`src/rtl/lsu_if.sv`:
```
// Data-bus channel between the load/store unit and memory: one request
// channel with a ready handshake plus a load response channel.
interface lsu_if;
  logic        req_valid;
  logic        req_ready;
  logic        we;
  logic [31:0] addr;
  logic [3:0]  be;
  logic [31:0] wdata;
  logic        rsp_valid;
  logic [31:0] rdata;

  modport master (
    output req_valid, we, addr, be, wdata,
    input  req_ready, rsp_valid, rdata
  );

  modport slave (
    input  req_valid, we, addr, be, wdata,
    output req_ready, rsp_valid, rdata
  );
endinterface

```
`src/rtl/lsu.sv`:
```
// Load/store unit: turns one load or store request into a single data-bus
// transaction, stalling the pipeline until it completes.
module lsu (
  input  logic        clk,
  input  logic        rst_n,
  input  logic        rd_en,
  input  logic        wr_en,
  input  logic [2:0]  mem_acc_mode,
  input  logic [31:0] addr,
  input  logic [31:0] wdata,
  output logic [31:0] rdata,
  output logic        stall,
  output logic        misaligned,
  lsu_if.master       dbus
);

  localparam logic [2:0] MODE_B  = 3'b000;
  localparam logic [2:0] MODE_H  = 3'b001;
  localparam logic [2:0] MODE_W  = 3'b010;
  localparam logic [2:0] MODE_BU = 3'b011;
  localparam logic [2:0] MODE_HU = 3'b100;

  typedef enum logic [1:0] {IDLE, REQ, WAIT_RSP, DONE} state_t;

  state_t      state, state_n;
  logic        legal, bad_align, access, launch;
  logic [3:0]  be_c;
  logic [31:0] wdata_c;
  logic [2:0]  mode_q;
  logic [1:0]  off_q;
  logic [31:0] lane;
  logic [31:0] load_ext;

  // Request decode; BU/HU are load-only, so a store with them is a no-op.
  always_comb begin
    access    = rd_en | wr_en;
    legal     = wr_en ? (mem_acc_mode <= MODE_W) : (mem_acc_mode <= MODE_HU);
    bad_align = (((mem_acc_mode == MODE_H) || (mem_acc_mode == MODE_HU)) && addr[0])
              || ((mem_acc_mode == MODE_W) && (addr[1:0] != 2'b00));
    misaligned = (state == IDLE) && access && legal && bad_align;
    launch     = (state == IDLE) && access && legal && !bad_align;
    stall      = launch || (state == REQ) || (state == WAIT_RSP);

    be_c    = '0;
    wdata_c = wdata;
    case (mem_acc_mode)
      MODE_B, MODE_BU: be_c = 4'b0001 << addr[1:0];
      MODE_H, MODE_HU: be_c = 4'b0011 << addr[1:0];
      MODE_W:          be_c = 4'b1111;
      default:         be_c = '0;
    endcase
    case (mem_acc_mode)
      MODE_B:  wdata_c = {4{wdata[7:0]}};
      MODE_H:  wdata_c = {2{wdata[15:0]}};
      default: wdata_c = wdata;
    endcase
  end

  always_comb begin
    state_n = state;
    case (state)
      IDLE:     if (launch) state_n = REQ;
      REQ:      if (dbus.req_ready) state_n = dbus.we ? DONE : WAIT_RSP;
      WAIT_RSP: if (dbus.rsp_valid) state_n = DONE;
      DONE:     state_n = IDLE;
      default:  state_n = IDLE;
    endcase
  end

  assign dbus.req_valid = (state == REQ);

  // Lane select uses the registered byte offset, not the live ALU address.
  always_comb begin
    lane     = dbus.rdata >> {off_q, 3'b000};
    load_ext = lane;
    case (mode_q)
      MODE_B:  load_ext = {{24{lane[7]}}, lane[7:0]};
      MODE_H:  load_ext = {{16{lane[15]}}, lane[15:0]};
      MODE_BU: load_ext = {24'd0, lane[7:0]};
      MODE_HU: load_ext = {16'd0, lane[15:0]};
      default: load_ext = lane;
    endcase
  end

  always_ff @(posedge clk or negedge rst_n) begin
    if (!rst_n) begin
      state      <= IDLE;
      rdata      <= '0;
      dbus.we    <= 1'b0;
      dbus.addr  <= '0;
      dbus.be    <= '0;
      dbus.wdata <= '0;
      mode_q     <= '0;
      off_q      <= '0;
    end else begin
      state <= state_n;
      if (launch) begin
        dbus.we    <= wr_en;
        dbus.addr  <= {addr[31:2], 2'b00};
        dbus.be    <= be_c;
        dbus.wdata <= wdata_c;
        mode_q     <= mem_acc_mode;
        off_q      <= addr[1:0];
      end
      if ((state == WAIT_RSP) && dbus.rsp_valid)
        rdata <= load_ext;
    end
  end

endmodule

```
`src/flat_wrapper.sv`:
```
// flat-port wrapper written by rule: the top's interface ports become plain ports
module lsu_flat 
  (clk, rst_n, rd_en, wr_en, mem_acc_mode, addr, wdata, rdata, stall, misaligned, dbus_req_valid, dbus_we, dbus_addr, dbus_be, dbus_wdata, dbus_req_ready, dbus_rsp_valid, dbus_rdata);
  lsu_if dbus_i ();
  input  logic clk;
  input  logic rst_n;
  input  logic rd_en;
  input  logic wr_en;
  input  logic [2:0] mem_acc_mode;
  input  logic [31:0] addr;
  input  logic [31:0] wdata;
  output logic [31:0] rdata;
  output logic stall;
  output logic misaligned;
  output wire logic [$bits(dbus_i.req_valid)-1:0] dbus_req_valid;
  output wire logic [$bits(dbus_i.we)-1:0] dbus_we;
  output wire logic [$bits(dbus_i.addr)-1:0] dbus_addr;
  output wire logic [$bits(dbus_i.be)-1:0] dbus_be;
  output wire logic [$bits(dbus_i.wdata)-1:0] dbus_wdata;
  input wire logic [$bits(dbus_i.req_ready)-1:0] dbus_req_ready;
  input wire logic [$bits(dbus_i.rsp_valid)-1:0] dbus_rsp_valid;
  input wire logic [$bits(dbus_i.rdata)-1:0] dbus_rdata;
  assign dbus_req_valid = dbus_i.req_valid;
  assign dbus_we = dbus_i.we;
  assign dbus_addr = dbus_i.addr;
  assign dbus_be = dbus_i.be;
  assign dbus_wdata = dbus_i.wdata;
  assign dbus_i.req_ready = dbus_req_ready;
  assign dbus_i.rsp_valid = dbus_rsp_valid;
  assign dbus_i.rdata = dbus_rdata;
  lsu u_core (.clk(clk), .rst_n(rst_n), .rd_en(rd_en), .wr_en(wr_en), .mem_acc_mode(mem_acc_mode), .addr(addr), .wdata(wdata), .rdata(rdata), .stall(stall), .misaligned(misaligned), .dbus(dbus_i));
endmodule
```
`config.mk`:
```
export PLATFORM = sky130hd
export DESIGN_NAME = lsu_flat
export DESIGN_NICKNAME = d
export VERILOG_FILES = /design/src/rtl/lsu_if.sv /design/src/rtl/lsu.sv /design/src/flat_wrapper.sv
export SDC_FILE = /design/constraint.sdc
export NUM_CORES = 1
export LEC_CHECK = 0
export BUFFER_PORTS_ARGS = -buffer_cell sky130_fd_sc_hd__buf_4
export CAP_MARGIN = 20
export CORE_MARGIN = 2
export CORE_UTILIZATION = 49
export CTS_CLUSTER_SIZE = 24
export DETAILED_ROUTE_END_ITERATION = 8
export PLACE_DENSITY = 0.86
export SLEW_MARGIN = 40
export SYNTH_ARGS = -nofsm -noshare
export SYNTH_HDL_FRONTEND = slang
export SYNTH_SLANG_ARGS = --single-unit
```
`constraint.sdc`:
```
create_clock -name clk -period 2.4 [get_ports clk]
set_input_delay 0.12 -clock clk [delete_from_list [all_inputs] [get_ports clk]]
set_output_delay 0.12 -clock clk [all_outputs]
set_load 0.01 [all_outputs]
```
# Yosys cells after proc, flatten, opt, wreduce, memory -nomap -nowiden
# Cells that the tools add are included.
[classes]
n_mux = 9
multipliers = 0
addsub = 0
n_shift = 3
div_mod_pow = 0
eq_ne = 13
reduce_logical = 19
n_lt_le_gt_ge = 2
bitwise_logic = 1
[ops]
columns = ["operator", "n"]
rows = [
  ["case mux 32 bit (4 select lines)", 1],
  ["case mux 32 bit (2 select lines)", 1],
  ["right shift 32 x 5 -> 32 bit", 1],
  ["case mux 4 bit (3 select lines)", 1],
  ["== test 3 x 2 -> 1 bit, second input constant", 3],
  ["case mux 2 bit (4 select lines)", 1],
  ["logical AND 1 bit", 7],
  ["== test 3 x 1 -> 1 bit, second input constant", 2],
  ["== test 3 bit, second input constant", 2],
  ["logical NOT 3 bit", 2],
  ["two-way mux 2 bit", 3],
  ["== test 2 bit, second input constant", 2],
  ["logical OR 1 bit", 4],
  ["!= test 2 x 1 -> 1 bit, second input constant", 2],
  ["OR reduction 2 bit", 2],
  ["left shift 1 x 2 -> 4 bit, first input constant", 1],
  ["left shift 2 x 2 -> 4 bit, first input constant", 1],
  ["less-or-equal comparator 3 x 2 -> 1 bit, second input constant", 1],
  ["less-or-equal comparator 3 bit, second input constant", 1],
  ["AND reduction 3 bit", 1],
  ["== test 2 x 1 -> 1 bit, second input constant", 1],
  ["logical NOT 2 bit", 1],
  ["two-way mux 1 bit", 2],
  ["!= test 2 bit, second input constant", 1],
  ["other kinds (3)", 3],
]
[word_totals]
latchBits = 0
regBits = 106
mem_bits_rw = 0
mem_count = 0
mem_bits_ro = 0
out_inout_bits = 104

# Longest topological paths before layout
[depth]
ltp_word = 8
depth_mapped = 9
depth_no_buf = 7

# Worst setup path after synthesis
# OpenSTA, ideal clock, no wires.
[synth_timing]
kind = "register to register"
startpoint = "reg u_core.off_q[0]"
endpoint = "reg u_core.rdata[21]"
t_arrival_ns = 1.545
setup_slack_ns = 0.729
path_buffers = 2
period_less_slack_ns = 1.671
path_stages_with_launch = 9
setup_ns = 0.126
cell_sequence = "dfrtp_1 > buf_6 > mux2_4 > nand2_2 > o21ai_2 > mux2i_4 > nor4_4 > buf_6 > a221o_1"
[synth_via]
elab_chain_len = 2
[synth_rtl]
columns = ["element", "line_no", "source"]
rows = [
  ["start, declared", "lsu.sv:30", "logic [1:0] off_q;"],
  ["start signal, assigned", "lsu.sv:103", "off_q <= addr[1:0];"],
  ["right shift 32 x 5 -> 32 bit", "lsu.sv:74", "lane = dbus.rdata >> {off_q, 3'b000};"],
  ["case mux 32 bit (4 select lines)", "lsu.sv:76", "case (mode_q)"],
  ["end signal, assigned", "lsu.sv:106", "rdata <= load_ext;"],
  ["end, declared", "lsu.sv:11", "output logic [31:0] rdata,"],
]
# No other way between the ends.
# A chain may end at the register's enable or synchronous reset.

# Worst setup path after layout
[layout_timing]
startpoint = "in mem_acc_mode[1]"
endpoint = "out stall"
[layout_via]
elab_chain_len = 8
word_cells_on_any_way = 15
cone_classes = "2 x order compare; 3 x eq/ne; 1 x mux; 9 x reduce/logical"
[layout_rtl]
columns = ["element", "line_no", "source"]
rows = [
  ["start, declared", "flat_wrapper.sv:9", "input logic [2:0] mem_acc_mode;"],
  ["parallel branches: the longest is 5 deep, another holds less-or-equal comparator 3 bit", "n/a", ""],
  ["logical AND 1 bit (*)", "lsu.sv:41", "launch = (state == IDLE) && access && legal && !bad_align;"],
  ["logical OR 1 bit (*) (2 in a row)", "lsu.sv:42", "stall = launch || (state == REQ) || (state == WAIT_RSP);"],
  ["end, declared", "flat_wrapper.sv:13", "output logic stall;"],
]
# Every way passes the cells marked *.

==> results.cfg <==
[run_status]
status = complete, no violations

[timing]
finalHoldViolCount = 0
skew_ns = 0.009941
slew_viol_final = 0
min_period_ns = 2.210
tightest_slew_ns = 0.8001
fin_tns_setup_ns = 0
fmax_mhz = 452.4
rsz0062_at_grt = no
slew-limit-headroom = 0.4626
hold_slack_ns = 0.01923
setup_viol = 0
finalCritPeriodShare = 0.9210

[clocking]
clock_latency_ns = 0.37
cts-resized-gates = 0
htreeDepth = 3
cts_setup_buffers = 0
cts_tree = yes
root_buffer = clkbuf_8
clockBufferDepth = 2
clkSinkCount = 106
numCtsBuffers = 9
clk_pin_slew_ns = 0.10
hold_buffers = 48

[global_route]
antenna_found_initial = 0
grt_pass1_vias = 5119
grt_max_degree = 62
grt_overflow_total = 0
grt_use_total = 0.2830
grt_pass1_wl_mm = 25.03

[final_layout]
fin_util = 0.7262
syn2layout_area_growth_pct = 45.50
fin_nets = 893
final_cells = 925
antenna_cells = 0
layout-drive-gt1-share = 0.3169
final_area_mm2 = 0.007430

[placed_design]
placed_area_mm2 = 0.006726
io_buffers = 206
placed_cells = 861
finalWeightedCongestion = 0.9223
dp_hpwl_mm = 10.56

[min_path]
min_path_type = in -> reg

[detailed_routing]
via_per_inst = 5.378
highest-signal-layer = met4
wl_per_cell_um = 16.85
wirelength_mm = 15.58
first_pass_iters = 5
final_antenna_net_count = 0
wl_met3_mm = 1.231
drt_iter0_drc = 320
wl_met1_mm = 5.811
dr_wl_met2_mm = 7.836
drc = 0
via_count = 4975

[critical_path]
cp.arrival_ns = 2.09
end_kind = output port
crit_path_start_kind = input port
critPathKind = in -> out
critical_path.max_fanout = 15
crit_required_ns = 2.28

[yosys]
synth_area_per_cell_um2 = 9.369
ys.flop_type = dfrtp_1
syn_inst = 545
synth.distinct_cells = 44
synth_top_cell_area_share = 0.5195
ys_seq_elements = 106
synth_most_common_cell = nand2_1
ys_warn_count = 0
yosys-top-cells-area = dfrtp_1, nand2_1, mux2i_1
async_flop_share = 1.000
synth-seq-area-share = 0.5195
synth_edf_count = 0
yosys-top-cells-count = nand2_1, dfrtp_1, mux2i_1, o21ai_0, a21oi_1
netlist_area_mm2 = 0.005106
post-synth-top-area-cell = dfrtp_1

[run]
max_cap_viol_count = 0

[floorplan]
initial_core_util = 0.4991
coreArea_mm2 = 0.01023
dieHeight_um = 106.1
die_w_um = 106.1
ios = 209
fp-row-count = 37
dieArea_mm2 = 0.01125

[power]
peakVddDrop_v = 0.0006660
power.leakage_nw = 3.816
power.density_mw_per_mm2 = 1120
-- layer usage --
metal  GRT usage  up-vias
li1            -     2299
met1      0.3282     2363
met2      0.4829      251
met3     0.06928       62
met4      0.1541        0
met5           0        -
-- final cells by class --
class / count / area [µm²]
fillers: 712 / 2801
flip-flops and latches: 106 / 2653
multi-input cells: 398 / 2235
repair buffers: 263 / 2132
well taps: 136 / 170.2
clock buffers: 10 / 127.6
clock inverters: 6 / 90.09
inverters: 6 / 22.52
-- through the flow --
| step | power (W) | worst slack [ns] |
|---|---|---|
| 6_report | 0.008318 | 0.1896 |
| 5_1_grt | 0.008861 | 0.05924 |
| 4_1_cts | 0.008315 | 0.1892 |
| 3_5_place_dp | 0.007014 | 0.3925 |
| 3_3_place_gp | 0.006833 | 0.4814 |
| 2_1_floorplan | 0.005136 | 0.7291 |
-- cell usage in the layout (no fill, tap or decap), drive strengths merged, types with 4 or more instances in the layout --
master and n:
dlygate4sd3 48, nor2 30, dfrtp 106, clkbuf 10, inv 7, nor2b 5, mux2i 42, mux2 9
a221o 16, buf 215, ha 4, a21oi 30, nand3 5, nand2 187, o21ai 44
-- path summary, 6_finish.rpt --
check | startpoint | to | slack, ns | cells past startpoint
min | dbus_rdata[31] | u_core.rdata[31] | 0.02 | 2
min reg2reg | u_core.dbus.addr[5] | u_core.dbus.addr[5] | 0.48 | 2
max | mem_acc_mode[1] | stall | 0.19 | 8
max in group asynchronous | rst_n | u_core.dbus.addr[14] | 1.37 | 3
max reg2reg | u_core.state[0] | u_core.rdata[9] | 0.34 | 6
min in group asynchronous | rst_n | u_core.rdata[24] | 0.28 | 2
-- worst max-delay path, cell delays in order --
cell and delay [ns]:
dlygate4sd3_1 0.54, buf_4 0.16, nor2_1 0.24, a22oi_1 0.11
o21ai_1 0.19, nand3_2 0.36, nand3_1 0.21, buf_4 0.15
-- flip-flops by register name (all words and copies together), names as in the netlist --
signal,cells
u_core.dbus.wdata,32
u_core.rdata,32
u_core.dbus.addr,30
u_core.dbus.be,4
u_core.mode_q,3
u_core.off_q,2
u_core.state,2
u_core.dbus.we,1
-- kinds of logic (layout without fill, tap and decap cells) --
kind of cell / Yosys count / count (layout) / share of synthesized area
XOR/XNOR: 1 / 1 / 0.001716
AO/OA/AOI/OAI: 103 / 103 / 0.1250
flip-flops: 106 / 106 / 0.5195
multiplexers: 51 / 51 / 0.1061
AND/OR/NAND/NOR: 237 / 237 / 0.1924
adder cells (fa/ha/maj): 4 / 4 / 0.009802
buffers and inverters: 42 / 285 / 0.04484
other: 1 / 2 / 0.0007344
-- where the power goes --
| part | internal [W] | leakage, nW | switching (W) |
|---|---|---|---|
| Sequential | 0.00259 | 1.32 | 0.000586 |
| Clock | 0.000592 | 0.107 | 0.000633 |
| Combinational | 0.00193 | 2.39 | 0.00198 |
No activity file was read; power rests on OpenSTA's default activity.
